File: src/rtl/uart_out_tx.sv
// rtl/uart_out_tx.sv - OUT-port byte holding register plus 8N1 UART serialiser
// Define UART_TX_PARITY_EN to insert an even-parity bit (8E1 framing).
module uart_out_tx #(
  parameter int CLKS_PER_BIT = 16
) (
  input  logic       clk,
  input  logic       rst_n,
  input  logic       wr_en,
  input  logic [7:0] wr_data,
  output logic       ready,
  output logic       busy,
  output logic       tx,
  output logic [7:0] last_q,
  output logic       overrun
);

`ifdef UART_TX_PARITY_EN
  typedef enum logic [2:0] {IDLE, START, DATA, PARITY, STOP} state_t;
`else
  typedef enum logic [1:0] {IDLE, START, DATA, STOP} state_t;
`endif

  localparam logic [15:0] CNT_MAX = 16'(CLKS_PER_BIT - 1);

  state_t      state_q, state_d;
  logic [15:0] cnt_q, cnt_d;
  logic [2:0]  idx_q, idx_d;
  logic [7:0]  shifter_q;
  logic [7:0]  hold_q;
  logic        hold_full_q;
  logic        tx_q, tx_d;
  logic [7:0]  last_r;
  logic        overrun_r;

  logic accept;
  logic drain;
  logic bit_done;

  assign accept   = wr_en & ~hold_full_q;
  assign drain    = (state_q == IDLE) & hold_full_q;
  assign bit_done = (cnt_q == CNT_MAX);

  // State register together with the datapath registers it steers.
  always_ff @(posedge clk or negedge rst_n) begin
    if (!rst_n) begin
      state_q     <= IDLE;
      cnt_q       <= 16'd0;
      idx_q       <= 3'd0;
      shifter_q   <= 8'h00;
      hold_q      <= 8'h00;
      hold_full_q <= 1'b0;
      tx_q        <= 1'b1;
      last_r      <= 8'h00;
      overrun_r   <= 1'b0;
    end else begin
      state_q <= state_d;
      cnt_q   <= cnt_d;
      idx_q   <= idx_d;
      tx_q    <= tx_d;
      if (accept) begin
        hold_q      <= wr_data;
        hold_full_q <= 1'b1;
        last_r      <= wr_data;
      end else if (drain) begin
        hold_full_q <= 1'b0;
      end
      if (drain) begin
        shifter_q <= hold_q;
      end
      if (wr_en && hold_full_q) begin
        overrun_r <= 1'b1;
      end
    end
  end

  always_comb begin
    state_d = state_q;
    cnt_d   = cnt_q;
    idx_d   = idx_q;
    case (state_q)
      IDLE: begin
        if (hold_full_q) begin
          state_d = START;
          cnt_d   = 16'd0;
        end
      end
      START: begin
        if (bit_done) begin
          state_d = DATA;
          cnt_d   = 16'd0;
          idx_d   = 3'd0;
        end else begin
          cnt_d = cnt_q + 16'd1;
        end
      end
      DATA: begin
        if (bit_done) begin
          cnt_d = 16'd0;
          if (idx_q == 3'd7) begin
`ifdef UART_TX_PARITY_EN
            state_d = PARITY;
`else
            state_d = STOP;
`endif
          end else begin
            idx_d = idx_q + 3'd1;
          end
        end else begin
          cnt_d = cnt_q + 16'd1;
        end
      end
`ifdef UART_TX_PARITY_EN
      PARITY: begin
        if (bit_done) begin
          state_d = STOP;
          cnt_d   = 16'd0;
        end else begin
          cnt_d = cnt_q + 16'd1;
        end
      end
`endif
      STOP: begin
        if (bit_done) begin
          state_d = IDLE;
          cnt_d   = 16'd0;
        end else begin
          cnt_d = cnt_q + 16'd1;
        end
      end
      default: begin
        state_d = IDLE;
        cnt_d   = 16'd0;
      end
    endcase
  end

  // The line level is decoded from the upcoming state so tx can be a flop.
  always_comb begin
    tx_d = 1'b1;
    case (state_d)
      START:     tx_d = 1'b0;
      DATA:      tx_d = shifter_q[idx_d];
`ifdef UART_TX_PARITY_EN
      PARITY:    tx_d = ^shifter_q;
`endif
      default:   tx_d = 1'b1;
    endcase
  end

  assign ready   = ~hold_full_q;
  assign busy    = hold_full_q | (state_q != IDLE);
  assign tx      = tx_q;
  assign last_q  = last_r;
  assign overrun = overrun_r;

endmodule

File: config.mk
export PLATFORM = sky130hd
export DESIGN_NAME = uart_out_tx
export DESIGN_NICKNAME = d
export VERILOG_FILES = /design/src/rtl/uart_out_tx.sv
export SDC_FILE = /design/constraint.sdc
export NUM_CORES = 1
export LEC_CHECK = 0
export ABC_AREA = 1
export BUFFER_PORTS_ARGS = -buffer_cell sky130_fd_sc_hd__buf_4
export CAP_MARGIN = 5
export CORE_MARGIN = 3
export CORE_UTILIZATION = 54
export CTS_BUF_LIST = sky130_fd_sc_hd__clkbuf_2
export DETAILED_ROUTE_END_ITERATION = 16
export PLACE_DENSITY = 0.87
export SLEW_MARGIN = 20
export SYNTH_ARGS = -nofsm -noshare
export SYNTH_HDL_FRONTEND = slang
export SYNTH_SLANG_ARGS = --single-unit
File: constraint.sdc
create_clock -name clk -period 1.75 [get_ports clk]
set_input_delay 0.35 -clock clk [delete_from_list [all_inputs] [get_ports clk]]
set_output_delay 0.35 -clock clk [all_outputs]
set_load 0.05 [all_outputs]
# After elaboration in Yosys (flattened, before gate mapping)
# Index checks and enable logic that the tools add are counted.
# word_totals
inputBits,11
output_inout_bits,12
regBits,40
# classes
n_eq_ne,8
n_bitwise,4
mux,18
add_sub_neg,2
magnitude_cmp,1
n_reduce_logical,5
# op_table
operator,n
2-to-1 mux 16 bit,2
one-hot mux 16 bit (2 select lines),1
adder 16 x 1 -> 16 bit (second input constant),1
== test 16 x 4 -> 1 bit (second input constant),1
2-to-1 mux 2 bit,5
2-to-1 mux 3 bit,3
one-hot mux 2 bit (4 select lines),1
== test 2 bit (second input constant),3
one-hot mux 3 bit (2 select lines),1
== test 2 x 1 -> 1 bit (second input constant),2
less-than comparator 3 x 4 -> 1 bit (second input constant),1
nonzero test 2 bit,2
adder 3 x 1 -> 3 bit (second input constant),1
binary-select mux 1 bit (select 3 bit),1
== test 3 bit (second input constant),1
2-to-1 mux 1 bit,3
OR reduction 3 bit,1
AND 1 bit,2
logical NOT 2 bit,1
!= test 2 bit (second input constant),1
one-hot mux 1 bit (2 select lines),1
logical AND 1 bit,1
inverter 1 bit,1
bitwise OR 1 bit,1

# Depth between registers and ports, before layout
# Gate-level depths: netlist of the first run.
# depth
depth_word,7
ltp_mapped,15
mapped_depth_nobuf,15

# Least setup slack after synthesis of the first run
# Ideal clock, no wire load.
# synth_timing
kind,reg-to-reg
start,reg state_q[1]
end,reg cnt_q[15]
path_buffers,0
path_slack_ns,-0.113
synth_period_minus_slack_ns,1.863
path_stages_with_launch,13
t_arrival_ns,1.742
cell_sequence,dfrtp_1 inv_1 ha_1 inv_1 nor2_4 inv_4 nand3_1 inv_1 nand2_1 nor2_1 nand3_1 o21ai_1 a21oi_1
# synth_between
elab_chain_cells,3
word_cells_on_any_way,7
# synth_rtl
item,line_no,text
from (decl),25,"state_t state_q, state_d;"
from (signal assigned),56,state_q <= state_d;
== test 2 bit or == test 2 x 1 -> 1 bit (tied branches),80,case (state_q)
OR reduction 3 bit (no source line),--,
one-hot mux 16 bit (2 select lines),80,
to (signal assigned),57,cnt_q <= cnt_d;
to (decl),26,"logic [15:0] cnt_q, cnt_d;"
# Several ways; a longest one is shown, not always the timed one.
# A chain may end at the register's enable or synchronous reset.

# Final worst setup path of the first run
# layout_timing
start,reg state_q[1]
end,reg tx_q (netlist: tx)
# layout_between
elab_chain_cells,5
word_cells_on_any_way,16
# layout_rtl
item,line_no,text
== test 2 bit (tied with other cells),80,
one-hot mux 3 bit (2 select lines) or 2-to-1 mux 2 bit (tied branches),"80, 97",
binary-select mux 1 bit (select 3 bit) or one-hot mux 2 bit (4 select lines) (tied branches),"142, 80",
2-to-1 mux 1 bit (implied by the code) (tied with other cells),142,DATA: tx_d = shifter_q[idx_d];
one-hot mux 1 bit (2 select lines) *,140,case (state_d)
via tx_d,31,"logic tx_q, tx_d;"
to (signal assigned),59,tx_q <= tx_d;
to (decl),31,
# The timed path passes the listed nets; every way through them passes the cells marked *. The select of a mux whose other input is x is not followed.

==> results of run 1 <==
-- worst max-delay path, stage by stage (launching register included) --
cell and delay, ns:
dfrtp_1 0.42, inv_2 0.07, buf_6 0.12, ha_4 0.26, inv_2 0.04, a21oi_4 0.16, nand3_2 0.13, nand2_4 0.12
nand3_4 0.09, nand2_2 0.09, nand3_2 0.07, nand2_1 0.08, nand2_1 0.05, nand2_1 0.05, nand2_1 0.05, nand2_1 0.05
-- layer usage --
layer | wire length [µm] | vias up | GRT usage [%] | part of all wire [%]
li1 | - | 857 | - | -
met1 | 1880 | 804 | 26.8 | 43
met2 | 2200 | 54 | 33.4 | 50
met3 | 197 | 15 | 4.27 | 4.5
met4 | 144 | 0 | 13.6 | 3.3
met5 | 0 | - | 0 | 0
-- sequential cells by signal (all words and copies together) (netlist names) --
name,count
overrun,1
shifter_q,8
last_q,8
hold_full_q,1
state_q,2
cnt_q,16
idx_q,3
tx,1
-- kinds of logic (layout without fill, tap and decap cells) --
family                     Yosys count  in the layout
AOI/OAI and AO/OA                   33             33
DFF                                 40             40
adders and majority gates            7              7
xor gates and xnor gates             4              4
and+or+nand+nor                    106            106
buffers and inverters               36             84
muxes                                8              8
-- Yosys cell counts, drive strengths merged (2+ instances only) --
library cell | n | area (µm²)
nand4 | 7 | 50.1
dfrtp | 39 | 976
a21o | 2 | 15.0
inv | 35 | 134
nor2 | 29 | 141
ha | 7 | 87.6
a21oi | 7 | 38.8
nor3 | 3 | 15.0
xor2 | 3 | 26.3
nand2 | 49 | 206
nand3 | 16 | 103
mux2 | 8 | 90.1
o21ai | 20 | 104
-- cells in the final DEF (no fill, tap or decap), types with 3 or more instances in the layout --
| cell type | count |
|---|---|
| nand2_1 | 40 |
| dfrtp_1 | 39 |
| buf_4 | 35 |
| inv_1 | 26 |
| nor2_1 | 19 |
| o21ai_0 | 15 |
| nand3_1 | 10 |
| mux2_2 | 8 |
| inv_2 | 7 |
| nand2_2 | 6 |
| nand4_1 | 6 |
| a21oi_1 | 6 |
| clkbuf_2 | 6 |
| nor2_2 | 5 |
| nor2_4 | 5 |
| ha_1 | 4 |
| nand3_4 | 3 |
| nand2_4 | 3 |
| o21ai_2 | 3 |
| nand3_2 | 3 |
| xor2_1 | 3 |
| ha_4 | 3 |
-- worst paths after layout --
kind / slack (ns) / startpoint / to
max: -0.13 / state_q[1] / tx
min: 0.13 / wr_en / overrun
max reg2reg: -0.13 / state_q[1] / tx
min reg2reg: 0.49 / overrun / overrun
max in group asynchronous: 0.98 / rst_n / tx
min in group asynchronous: 0.42 / rst_n / idx_q[0]
-- what timing repair did --
item	4_1_cts	5_1_grt
resized for setup	15	23
hold buffers	1	0
setup buffers	5	5
pin swaps	9	9
setup endpoints to repair	2	13
endpoints found under the hold margin	39	0
-- final cells by class --
cell class              count  area share [%]
flip-flops and latches     40            37.4
multi-input cells         158            39.9
clock buffers               6            1.12
inverters                  35            5.18
well taps                  46            2.15
clock inverters             2            1.31
repair buffers             41            12.9
-- where the power goes --
group	leakage (µW)	switching (µW)	total [µW]	internal, µW
clock	0.0000430	306	552	246
combinational	0.000790	322	477	155
sequential	0.000518	57.1	1050	995
total	0.00135	685	2080	1400
-- per-stage QoR --
step	TNS (ns)	utilization (%)	hold slack, ns
after CTS	-0.249	72.3	0.117
after floorplan	0	-	0.0544
after global placement	0	67.4	0.349
after detailed placement	-0.0949	67.4	0.355
after global routing	-0.601	76.1	0.120
final	-0.244	76.1	0.131
==> run metrics, run 1 <==
TritonCTS Sinks 40; Critical Path Sink Type register; max-cap violation count 0; Die X 67.9 µm; vias in the first global route 1,652; GPL Wtd Cong 0.802; Clk Latency, worst-skew pair 0.41 ns; PortBufs 22; drt wl/cell 13.5 µm; PwrDens 777 mW/mm²; R2R depth 15; Syn Area/Cell 8.84 µm²; Min Clock Period, post-route 1.88 ns; Max-slew headroom 67.2%; Synth Area in XOR/XNOR 1.69%; dpl hpwl 2930 µm; Die Span Y 67.9 µm; adder-cell share of the synthesized area 4.23%; footprint of the multi-input gates 0.00107 mm²; CTS tree built; ratio of cells with drive above 1 in the final layout 36.2%; most used flip-flop cell after synthesis dfrtp_1; Final setup violation count 2; Initial Util 58.8%; Max Buffers Root-to-Sink 2; Seq/Total Area, Yosys 48.4%; Leak 0.00135 µW; Layout Area Growth over Synthesis 29.4%; synthesized area 0.00207 mm²; Num CTS Buffers 5; drt via density 5.27; Ys Warns 0; Post-synth EDFFs 0; final hold violations 0; total gr overflow 0; Synth Area in Simple Gates 25.6%; Hold Path Cell Cnt 2; initial antenna violation count 0; Design Area, Final 0.00268 mm²; type of the worst setup path register to register; DRC Markers 0; pre-CTS WS -0.0949 ns; worst hold path class input port to register; fin nets 299; Rows 21; clk root buf clkbuf_2; fillcell total 242; crit start category register; Total Routing Usage GR 21.3%; clk slew on worst S/H paths 0.21 ns; post-synth cell types 34; fin crit share 108%; Ports 23; DRT iter0 DRCs 134; Worst EP required 2.13 ns; max frequency 531 MHz; htree depth 2; non-filler cells, final 328; DP Area 0.00237 mm²; drt first pass iters 4; pin count of the biggest net entering global routing 41; Ant. Diodes 0; dpl cells 310; crit path max fanout 5; Post-Syn Instances 234; failing checks negative setup slack; overall power 2080 µW; die area 0.00461 mm²; Routed Antenna Nets 0; arrival time worst endpoint 2.26 ns; status complete, but fails checks; vias after detailed routing 1,730; fin. max-slew vios 0; Syn Nets 252; final setup margin -0.134 ns; overall routed net length 4420 µm; RSZ-0062 raised after global routing true; largest family of logic cells by synthesized area simple AND/OR/NAND/NOR gates; FF+latch count, synth 40; Clock Skew 0.0215 ns; Post-synth ARST share 100%; first-pass GRT wire length 7170 µm; Register Area 0.00100 mm²; compound-gate portion of the synthesized area 9.07%; Max IR drop VDD 0.649 mV; CORE AREA 0.00352 mm²; Worst-Margin Slew 0.492 ns; mux contribution to synthesized area 4.35%
Note: power is estimated with default switching activity, not from simulation.
==> run 2, diff against run 1 <==
ABC_AREA = 0   (was 1)
==> run metrics, run 2 <==
status complete, but fails checks; failing checks negative setup slack; drt first pass iters 5; Ant. Diodes 0; vias after detailed routing 1,600; Initial Util 58.3%; worst hold path class input port to register; clk slew on worst S/H paths 0.21 ns; fin nets 273; PwrDens 725 mW/mm²; CORE AREA 0.00347 mm²; crit start category register; Critical Path Max Stage Delay 0.47 ns; FF+latch count, synth 40; Critical Path Sink Type register; Routed Antenna Nets 0; post-synth cell types 40; most frequent cells in the layout buf_4, dfrtp_1, nor2_1; Syn Nets 201; top cells by area, synth dfrtp_1, mux2_2, ha_1, xor2_1, nor2_1; Total Routing Usage GR 21.1%; Syn Area/Cell 11.1 µm²; number of flip-flops in the largest register 16; GPL Wtd Cong 0.894; Worst EP required 2.06 ns; Sequential Power Share 53.4%; last element of the critical path tx; ratio of cells with drive above 1 in the final layout 51.6%; Reg with most FFs cnt_q; combinational power share 26.3%; die area 0.00452 mm²; RSZ-0062 raised after global routing true; pin count of the biggest net entering global routing 41; Seq/Total Area, Yosys 49.5%; Post-synth ARST share 100%; Clock power frac 20.3%; max-cap violation count 0; clk root buf clkbuf_2; Rows 21; fin crit share 122%; most common cell after layout, fill and taps aside buf_4; Post-synth EDFFs 0; top cell type's share of synthesized area 48.2%; DRC Markers 0; type of the worst setup path register to register; Post-Syn Instances 183; first-pass GRT wire length 7080 µm; drt wl/cell 14.4 µm; Int Pwr 1300 µW; Max Buffers Root-to-Sink 2; final hold violations 0; Setup crit start cnt_q[12]; Leak 0.00134 µW; DRT iter0 DRCs 63; top cells by count, synth dfrtp_1, nor2_1, nand2_1, mux2_2; final setup margin -0.393 ns; Clock Skew 0.0212 ns; Min Hold Slack 0.181 ns; Num CTS Buffers 5; Switch Pwr 711 µW; TritonCTS Sinks 40; total gr overflow 0; Clk Latency, worst-skew pair 0.39 ns; most frequent cell after synthesis dfrtp_1; Max IR drop VDD 0.797 mV; pre-CTS WS -0.348 ns; crit path max fanout 5; Ys Warns 0; worst-path cell chain nor4_4 -> nand4_4 -> mux2_4 -> nand2_4 -> a211oi_2 -> a311o_1 -> a32oi_1; htree depth 2; Worst R2R Start cnt_q[12]; Switching Share 35.3%; Max-slew headroom 67.6%; FF-to-FF setup slack -0.39 ns; arrival time worst endpoint 2.46 ns; initial antenna violation count 0; Synth area leader dfrtp_1; Min Clock Period, post-route 2.14 ns; Die X 67.2 µm; CTS tree built; vias in the first global route 1,648; synthesized area 0.00202 mm²; Reg-to-Reg End tx; max frequency 467 MHz; Final setup violation count 9; fin. max-slew vios 0; Ports 23; drt via density 5.30; Critical-path top delay cell dfrtp_1; Layout Area Growth over Synthesis 37.4%; overall power 2010 µW; Die Span Y 67.2 µm; Worst-Margin Slew 0.486 ns; PortBufs 22; R2R depth 7; most used flip-flop cell after synthesis dfrtp_1; overall routed net length 4350 µm; dpl hpwl 3120 µm
-- run 2: cell types whose count changed after synthesis, moves of 6 or more --
cell | previous run | this run
nand2_1 | 44 | 18
inv_1 | 31 | 9
mux2_2 | 8 | 17
nand3_1 | 13 | 4
and3_1 | 0 | 7
o21ai_0 | 15 | 8
xor2_1 | 3 | 9
-- run 2: cells by family after synthesis --
| family | Yosys count | synth area share [%] |
|---|---|---|
| simple gates | 66 | 18.6 |
| flops | 40 | 49.5 |
| compound gates | 28 | 10.1 |
| mux | 18 | 10.2 |
| buf+inv | 13 | 2.41 |
| xor+xnor | 11 | 4.76 |
| fa+ha+maj | 7 | 4.33 |
-- run 2: worst min path at each step --
stage / startpoint / to / cells past startpoint
floorplan: rst_n / cnt_q[0] / 0
global placement: rst_n / cnt_q[1] / 1
detailed placement: rst_n / cnt_q[4] / 1
CTS: wr_en / overrun / 2
global route: wr_data[6] / last_q[6] / 2
finish: wr_en / overrun / 2
-- run 2: critical path: cells and delay by family, from the launching register on --
kind	cells	cell delay (ns)
compound gates	3	0.59
flops	1	0.47
mux	1	0.38
simple gates	3	0.63
-- run 2: timing repair --
action                                 CTS  global route
setup endpoints to repair                8            29
endpoints found under the hold margin   39             0
hold buffers                             1             0
setup buffers                            4             2
pin swaps                                4            24
resized for setup                       15            23
-- run 2: layout make-up --
cell class,instances,area (µm²)
multi-input cells,130,1090
flip-flops and latches,40,1000
fillers,227,688
repair buffers,69,547
well taps,46,57.6
inverters,9,38.8
clock buffers,7,35.0
clock inverters,1,8.76
-- run 2: per-layer routing --
layer | vias up | GRT usage (%) | wire (µm)
met5 | - | 0 | 0
met4 | 0 | 6.58 | 47
met3 | 8 | 3.99 | 133
met2 | 25 | 39.0 | 2370
met1 | 772 | 24.3 | 1800
li1 | 795 | - | -
-- run 2: through the flow --
step | TNS [ns] | cells | utilization [%] | cell area (µm²)
floorplan | -0.278 | 183 | - | 2060
global placement | -0.759 | 289 | 74.2 | 2570
detailed placement | -1.08 | 289 | 74.2 | 2570
CTS | -1.50 | 301 | 77.8 | 2700
global route | -2.67 | 302 | 80.2 | 2780
finish | -1.57 | 302 | 80.2 | 2780
-- run 2: power groups by stage --
stage | registers [µW] | logic, µW | clock network, µW
finish | 1080 | 529 | 409
global route | 1090 | 550 | 456
CTS | 1080 | 535 | 416
detailed placement | 1090 | 533 | 0
global placement | 1090 | 522 | 0
floorplan | 1340 | 92.8 | 0
